`src/rtl/id_stage.sv`:
```
// Decode stage: register file, branch/jump resolution, load-use hazard
// detection and the ID/EX pipeline register.
module id_stage #(
    parameter logic [31:0] RESET_PC = 32'h0000_0000
) (
    input  logic        clk,
    input  logic        rst_n,
    input  logic [31:0] pc_in,
    input  logic [31:0] inst_in,
    input  logic        wb_en,
    input  logic [4:0]  wb_addr,
    input  logic [31:0] wb_data,
    input  logic        ex_mem_read,
    input  logic [4:0]  ex_rt_in,
    output logic        hold_pc,
    output logic        hold_if,
    output logic        br,
    output logic [31:0] pc_branch,
    output logic        except,
    output logic        ex_valid,
    output logic [31:0] ex_pc,
    output logic [31:0] ex_rs_data,
    output logic [31:0] ex_rt_data,
    output logic [31:0] ex_imm,
    output logic [4:0]  ex_rs,
    output logic [4:0]  ex_rt,
    output logic [4:0]  ex_rd,
    output logic [5:0]  ex_opcode,
    output logic [5:0]  ex_funct
);

    localparam logic [5:0] OP_RTYPE = 6'h00;
    localparam logic [5:0] OP_J     = 6'h02;
    localparam logic [5:0] OP_JAL   = 6'h03;
    localparam logic [5:0] OP_BEQ   = 6'h04;
    localparam logic [5:0] OP_BNE   = 6'h05;
    localparam logic [5:0] OP_ADDI  = 6'h08;
    localparam logic [5:0] OP_ADDIU = 6'h09;
    localparam logic [5:0] OP_SLTI  = 6'h0A;
    localparam logic [5:0] OP_SLTIU = 6'h0B;
    localparam logic [5:0] OP_ANDI  = 6'h0C;
    localparam logic [5:0] OP_ORI   = 6'h0D;
    localparam logic [5:0] OP_XORI  = 6'h0E;
    localparam logic [5:0] OP_LUI   = 6'h0F;
    localparam logic [5:0] OP_LW    = 6'h23;
    localparam logic [5:0] OP_SW    = 6'h2B;

    typedef struct packed {
        logic        valid;
        logic [31:0] pc;
        logic [31:0] rs_data;
        logic [31:0] rt_data;
        logic [31:0] imm;
        logic [4:0]  rs;
        logic [4:0]  rt;
        logic [4:0]  rd;
        logic [5:0]  opcode;
        logic [5:0]  funct;
    } id_ex_t;

    localparam id_ex_t ID_EX_RESET = '{pc: RESET_PC, default: '0};

    logic [5:0]  opcode;
    logic [4:0]  rs;
    logic [4:0]  rt;
    logic [4:0]  rd;
    logic [5:0]  funct;
    logic [15:0] imm;
    logic [25:0] target;
    logic        unused_shamt;

    assign opcode       = inst_in[31:26];
    assign rs           = inst_in[25:21];
    assign rt           = inst_in[20:16];
    assign rd           = inst_in[15:11];
    assign funct        = inst_in[5:0];
    assign imm          = inst_in[15:0];
    assign target       = inst_in[25:0];
    assign unused_shamt = ^inst_in[10:6];

    logic [31:0] rf_q [32];
    logic [31:0] rs_data;
    logic [31:0] rt_data;

    // Write-through lets a value retiring this cycle reach decode directly.
    assign rs_data = (rs == 5'd0) ? 32'h0 :
                     (wb_en && wb_addr == rs) ? wb_data : rf_q[rs];
    assign rt_data = (rt == 5'd0) ? 32'h0 :
                     (wb_en && wb_addr == rt) ? wb_data : rf_q[rt];

    always_ff @(posedge clk or negedge rst_n) begin
        if (!rst_n) begin
            for (int i = 0; i < 32; i++) begin
                rf_q[i] <= '0;
            end
        end else if (wb_en && wb_addr != 5'd0) begin
            rf_q[wb_addr] <= wb_data;
        end
    end

    logic legal;

    always_comb begin
        legal = 1'b0;
        case (opcode)
            OP_RTYPE, OP_J, OP_JAL, OP_BEQ, OP_BNE,
            OP_ADDI, OP_ADDIU, OP_SLTI, OP_SLTIU,
            OP_ANDI, OP_ORI, OP_XORI, OP_LUI,
            OP_LW, OP_SW: legal = 1'b1;
            default:      legal = 1'b0;
        endcase
    end

    logic is_jal;
    logic is_jump;
    logic is_beq;
    logic is_bne;
    logic is_zext;
    logic is_lui;
    logic stall;
    logic bubble;

    assign is_jal  = (opcode == OP_JAL);
    assign is_jump = (opcode == OP_J) || is_jal;
    assign is_beq  = (opcode == OP_BEQ);
    assign is_bne  = (opcode == OP_BNE);
    assign is_zext = (opcode == OP_ANDI) || (opcode == OP_ORI) ||
                     (opcode == OP_XORI);
    assign is_lui  = (opcode == OP_LUI);

    assign stall  = ex_mem_read && (ex_rt_in != 5'd0) &&
                    ((ex_rt_in == rs) || (ex_rt_in == rt));
    assign bubble = stall || !legal;

    assign hold_pc = stall;
    assign hold_if = stall;
    assign except  = !legal && !stall;

    logic [31:0] imm_sext;
    logic [31:0] br_target;
    logic [31:0] jmp_target;

    assign imm_sext   = {{16{imm[15]}}, imm};
    assign br_target  = pc_in + {imm_sext[29:0], 2'b00};
    assign jmp_target = {pc_in[31:28], target, 2'b00};

    // A stalled instruction must not redirect fetch; it resolves next cycle.
    always_comb begin
        br        = 1'b0;
        pc_branch = 32'h0;
        if (!stall) begin
            unique case (1'b1)
                is_beq: begin
                    br        = (rs_data == rt_data);
                    pc_branch = br_target;
                end
                is_bne: begin
                    br        = (rs_data != rt_data);
                    pc_branch = br_target;
                end
                is_jump: begin
                    br        = 1'b1;
                    pc_branch = jmp_target;
                end
                default: ;
            endcase
        end
    end

    logic [31:0] imm_ext;
    logic [4:0]  dest;

    always_comb begin
        imm_ext = imm_sext;
        unique case (1'b1)
            is_jal:  imm_ext = pc_in + 32'd4;
            is_zext: imm_ext = {16'h0, imm};
            is_lui:  imm_ext = {imm, 16'h0};
            default: ;
        endcase
    end

    always_comb begin
        dest = rt;
        unique case (1'b1)
            is_jal:                dest = 5'd31;
            (opcode == OP_RTYPE):  dest = rd;
            default: ;
        endcase
    end

    id_ex_t id_ex_d;
    id_ex_t id_ex_q;

    always_comb begin
        id_ex_d = '0;
        if (!bubble) begin
            id_ex_d.valid   = 1'b1;
            id_ex_d.pc      = pc_in;
            id_ex_d.rs_data = rs_data;
            id_ex_d.rt_data = rt_data;
            id_ex_d.imm     = imm_ext;
            id_ex_d.rs      = rs;
            id_ex_d.rt      = rt;
            id_ex_d.rd      = dest;
            id_ex_d.opcode  = opcode;
            id_ex_d.funct   = funct;
        end
    end

    always_ff @(posedge clk or negedge rst_n) begin
        if (!rst_n) begin
            id_ex_q <= ID_EX_RESET;
        end else begin
            id_ex_q <= id_ex_d;
        end
    end

    assign ex_valid   = id_ex_q.valid;
    assign ex_pc      = id_ex_q.pc;
    assign ex_rs_data = id_ex_q.rs_data;
    assign ex_rt_data = id_ex_q.rt_data;
    assign ex_imm     = id_ex_q.imm;
    assign ex_rs      = id_ex_q.rs;
    assign ex_rt      = id_ex_q.rt;
    assign ex_rd      = id_ex_q.rd;
    assign ex_opcode  = id_ex_q.opcode;
    assign ex_funct   = id_ex_q.funct;

endmodule

```
`config.mk`:
```
export PLATFORM = sky130hd
export DESIGN_NAME = id_stage
export DESIGN_NICKNAME = d
export VERILOG_FILES = /design/src/rtl/id_stage.sv
export SDC_FILE = /design/constraint.sdc
export NUM_CORES = 2
export LEC_CHECK = 0
export BUFFER_PORTS_ARGS = -buffer_cell sky130_fd_sc_hd__buf_2
export CAP_MARGIN = 20
export CORE_MARGIN = 2
export CORE_UTILIZATION = 35
export DETAILED_ROUTE_END_ITERATION = 12
export HOLD_SLACK_MARGIN = 0.03
export PLACE_DENSITY_LB_ADDON = 0.08
export SYNTH_ARGS = -nofsm -noshare
export SYNTH_HDL_FRONTEND = slang
export SYNTH_SLANG_ARGS = --single-unit
```
`constraint.sdc`:
```
create_clock -name clk -period 8.73 [get_ports clk]
set_input_delay 0.4365 -clock clk [delete_from_list [all_inputs] [get_ports clk]]
set_output_delay 0.4365 -clock clk [all_outputs]
set_load 0.1 [all_outputs]
```
==> impl_results.md <==
* Die Ht at 428.2 um
* Crit path to: br
* DRC viols at 0
* Global-route wire length before repair at 361700 um
* # rows at 155
* Slew headroom at -2.123%
* Power per Cell Area at 233.1 nW/um^2
* Clock Sink Count at 1180
* Syn avg cell area at 13.60 sq um
* Biggest area consumer among synthesized cells: dfrtp_1
* Period utilization at 83.78%
* Req. time, crit path at 8.29 ns
* Remaining global-route overflow at 0
* Reg clk slew, reported paths at 0.05 ns
* Layout fillers at 16740
* CP endpoint kind: output pin
* Syn-to-layout area delta at 14.63%
* Post-detail-place hpwl at 154700 um
* Share of cells above drive strength 1 at 43.73%
* Die Area at 183400 sq um
* Vias in the first global route at 44450
* Synth Instances at 4631
* Core box area at 178600 sq um
* Seq/Total Area, Yosys at 46.89%
* Static Leak at 31.81 nW
* Setup WS pre-CTS at 1.584 ns
* Post-route antenna net violation count at 0
* Critical-path maximum fanout at 31
* WS Path Type: in2out
* Initial DRC count at 3668
* Setup ws final at 1.416 ns
* Flop2flop setup slack at 5.78 ns
* Slowest stage delay, CP at 0.92 ns
* Reg2reg end: ex_rs_data[7]
* Final Hold Viols at 0
* Via count at 43560
* Worst R2R Path Depth at 5
* Critical path startpoint category: input port
* Clock Skew at 0.02731 ns
* Buffers on Ports at 301
* CTS tree: done
* R2r startpoint: rf_q[519]
* Worst-path cell chain: buf_4 > buf_4 > xnor2_1 > nand2_1 > nor2_2 > buf_4 > nor2_1 > a32oi_1 > xnor2_1 > nand2_1 > or4_1 > a211o_1 > nor4_2 > buf_4 > xor2_1 > a21o_1 > buf_12
* Worst path depth at 17
* CP Data Arrival Time at 6.88 ns
* Num CTS Buffers at 144
* DRT Pass-1 Iters at 5
* Worst-Skew Late Latency at 0.81 ns
* CP Launch Point: inst_in[23]
* Placed standard-cell area at 66930 sq um
* Mapped Area at 62980 sq um
* Hold Crit Class: in2reg
* # H-tree levels at 4
* CTS max path bufs at 3
* Worst VDD drop at 145.0 uV
* Drt wl/cell at 35.40 um
* Status: finished, violations left
* Worst path top cell family by delay: simple AND/OR/NAND/NOR gates
* Fin crit period at 7.314 ns
* Unrepaired setup endpoints after global routing: false
* GPL Wtd Cong at 0.8313
* Main synth FF type: dfrtp_1
* Max Cap Viol at 0
* Slowest-stage cell, CP: nor2_1
* Most frequent cells in the layout: dfrtp_1, mux2_2, mux4_2
* Root Buffer: clkbuf_16
* Antenna violations before repair at 20
* Drt total wl at 257100 um
* Leading cell type in the layout, fill and taps excluded: dfrtp_1
* Num ports at 302
* Area contributors post-synth: dfrtp_1, mux2_2, mux4_2
* Gr usage total at 27.81%
* Post-synth EDFFs at 0
* Least-Margin Pin Slew at 1.532 ns
* Setup violations, final at 0
* Tot Pwr at 16.83 mW
* Post-synth top area share at 46.89%
* Failing checks: max-slew violations
* Yosys reg bits at 1180
* Final TNS setup at 0 ns
* Asr flop ratio synth at 100.0%
* Die width at 428.2 um
* Most common cell on crit path: buf_4
* FMAX at 136.7 MHz
* Largest net degree at the start of global routing at 149
* Vias/cell at 5.998
* Design Area, Final at 72190 sq um
* Post-synthesis cell type count at 77
* Nets at 4923
* Synth Warn # at 0
* Count of pins over their slew limit at 4
* Final core occ at 40.42%
* Synthesized Nets at 4772
* CP bufs+invs at 5
* Starting Density at 35.26%
report_power, final:
group	internal, mW	switching [mW]
clock network	3.44	2.58
registers	6.41	0.669
logic	1.81	1.92
total	11.7	5.17
cells by family (layout without fill, tap and decap cells):
group	count (synthesis)	after routing	synth area share, %
buffers and inverters	500	769	3.429
XOR/XNOR	91	91	1.266
AND/OR/NAND/NOR	626	626	4.760
AO/OA/AOI/OAI	589	589	6.477
multiplexers	1613	1613	36.55
adder cells (fa/ha/maj)	31	31	0.6278
flip-flops	1180	1180	46.89
other	1	8	0.005954
per-stage QoR:
step | hold WS (ns) | cells
floorplan | 0.1409 | 4631
global placement | 0.3791 | 6932
detailed placement | 0.3820 | 6936
CTS | 0.1021 | 7255
global route | 0.1633 | 7257
finish | 0.1545 | 7262
sequential cells by signal, summed over array words and instances (netlist names):
name,cells
ex_pc,32
ex_rd,5
ex_rs,5
ex_rs_data,32
ex_opcode,6
ex_rt_data,32
ex_valid,1
ex_funct,6
ex_rt,5
rf_q,1024
ex_imm,32
routing by layer:
layer / vias up / share of wire (%) / global-route usage (%)
met2: 1513 / 47 / 44.88
met3: 435 / 5.1 / 4.075
met1: 23710 / 43 / 37.12
met4: 4 / 4.9 / 12.51
li1: 17890 / - / -
met5: - / 0.0097 / 0
worst min-delay path, cell delays in order:
cell     delay [ns]
buf_2          0.27
nand3_1        0.13
a21oi_1        0.07
worst min-delay path by stage:
| stage | startpoint | end | slack (ns) | cells past startpoint |
|---|---|---|---|---|
| global placement | rf_q[997] | rf_q[997] | 0.38 | 0 |
| detailed placement | rf_q[1022] | rf_q[1022] | 0.38 | 0 |
| floorplan | rst_n | ex_funct[0] | 0.14 | 0 |
| global route | wb_data[2] | rf_q[2] | 0.16 | 2 |
| finish | inst_in[15] | ex_imm[15] | 0.15 | 3 |
| CTS | inst_in[15] | ex_imm[15] | 0.10 | 3 |
layout make-up:
class	count	area [sq um]	share of cell area [%]
multi-input cells	2951	31640	43.83
flip-flops and latches	1180	29530	40.90
clock buffers	221	4243	5.877
repair buffers	483	3281	4.544
well taps	2355	2947	4.082
clock inverters	43	450.4	0.6239
inverters	22	83.83	0.1161
diodes	7	17.52	0.02426
what timing repair did:
action / in CTS / in global routing
hold buffers: 55 / 0
endpoints found under the hold margin: 172 / 0
buffers inserted: 0 / 0
gates resized for setup: 0 / 0
cell usage after synthesis (21+ instances only):
master	n
nor2_1	186
buf_4	53
clkbuf_1	360
xor2_1	40
mux2i_1	188
dfrtp_1	1180
buf_2	43
nor3_1	35
nand3_1	48
a221oi_1	43
o221ai_1	52
a22o_1	34
a211oi_1	25
o22ai_1	25
a21oi_1	127
nand2_1	171
and2_1	72
xnor2_1	51
a22oi_1	92
ha_1	30
inv_1	21
mux2_2	973
mux4_2	452
o21ai_0	86
(Power assumes the default switching activity.)
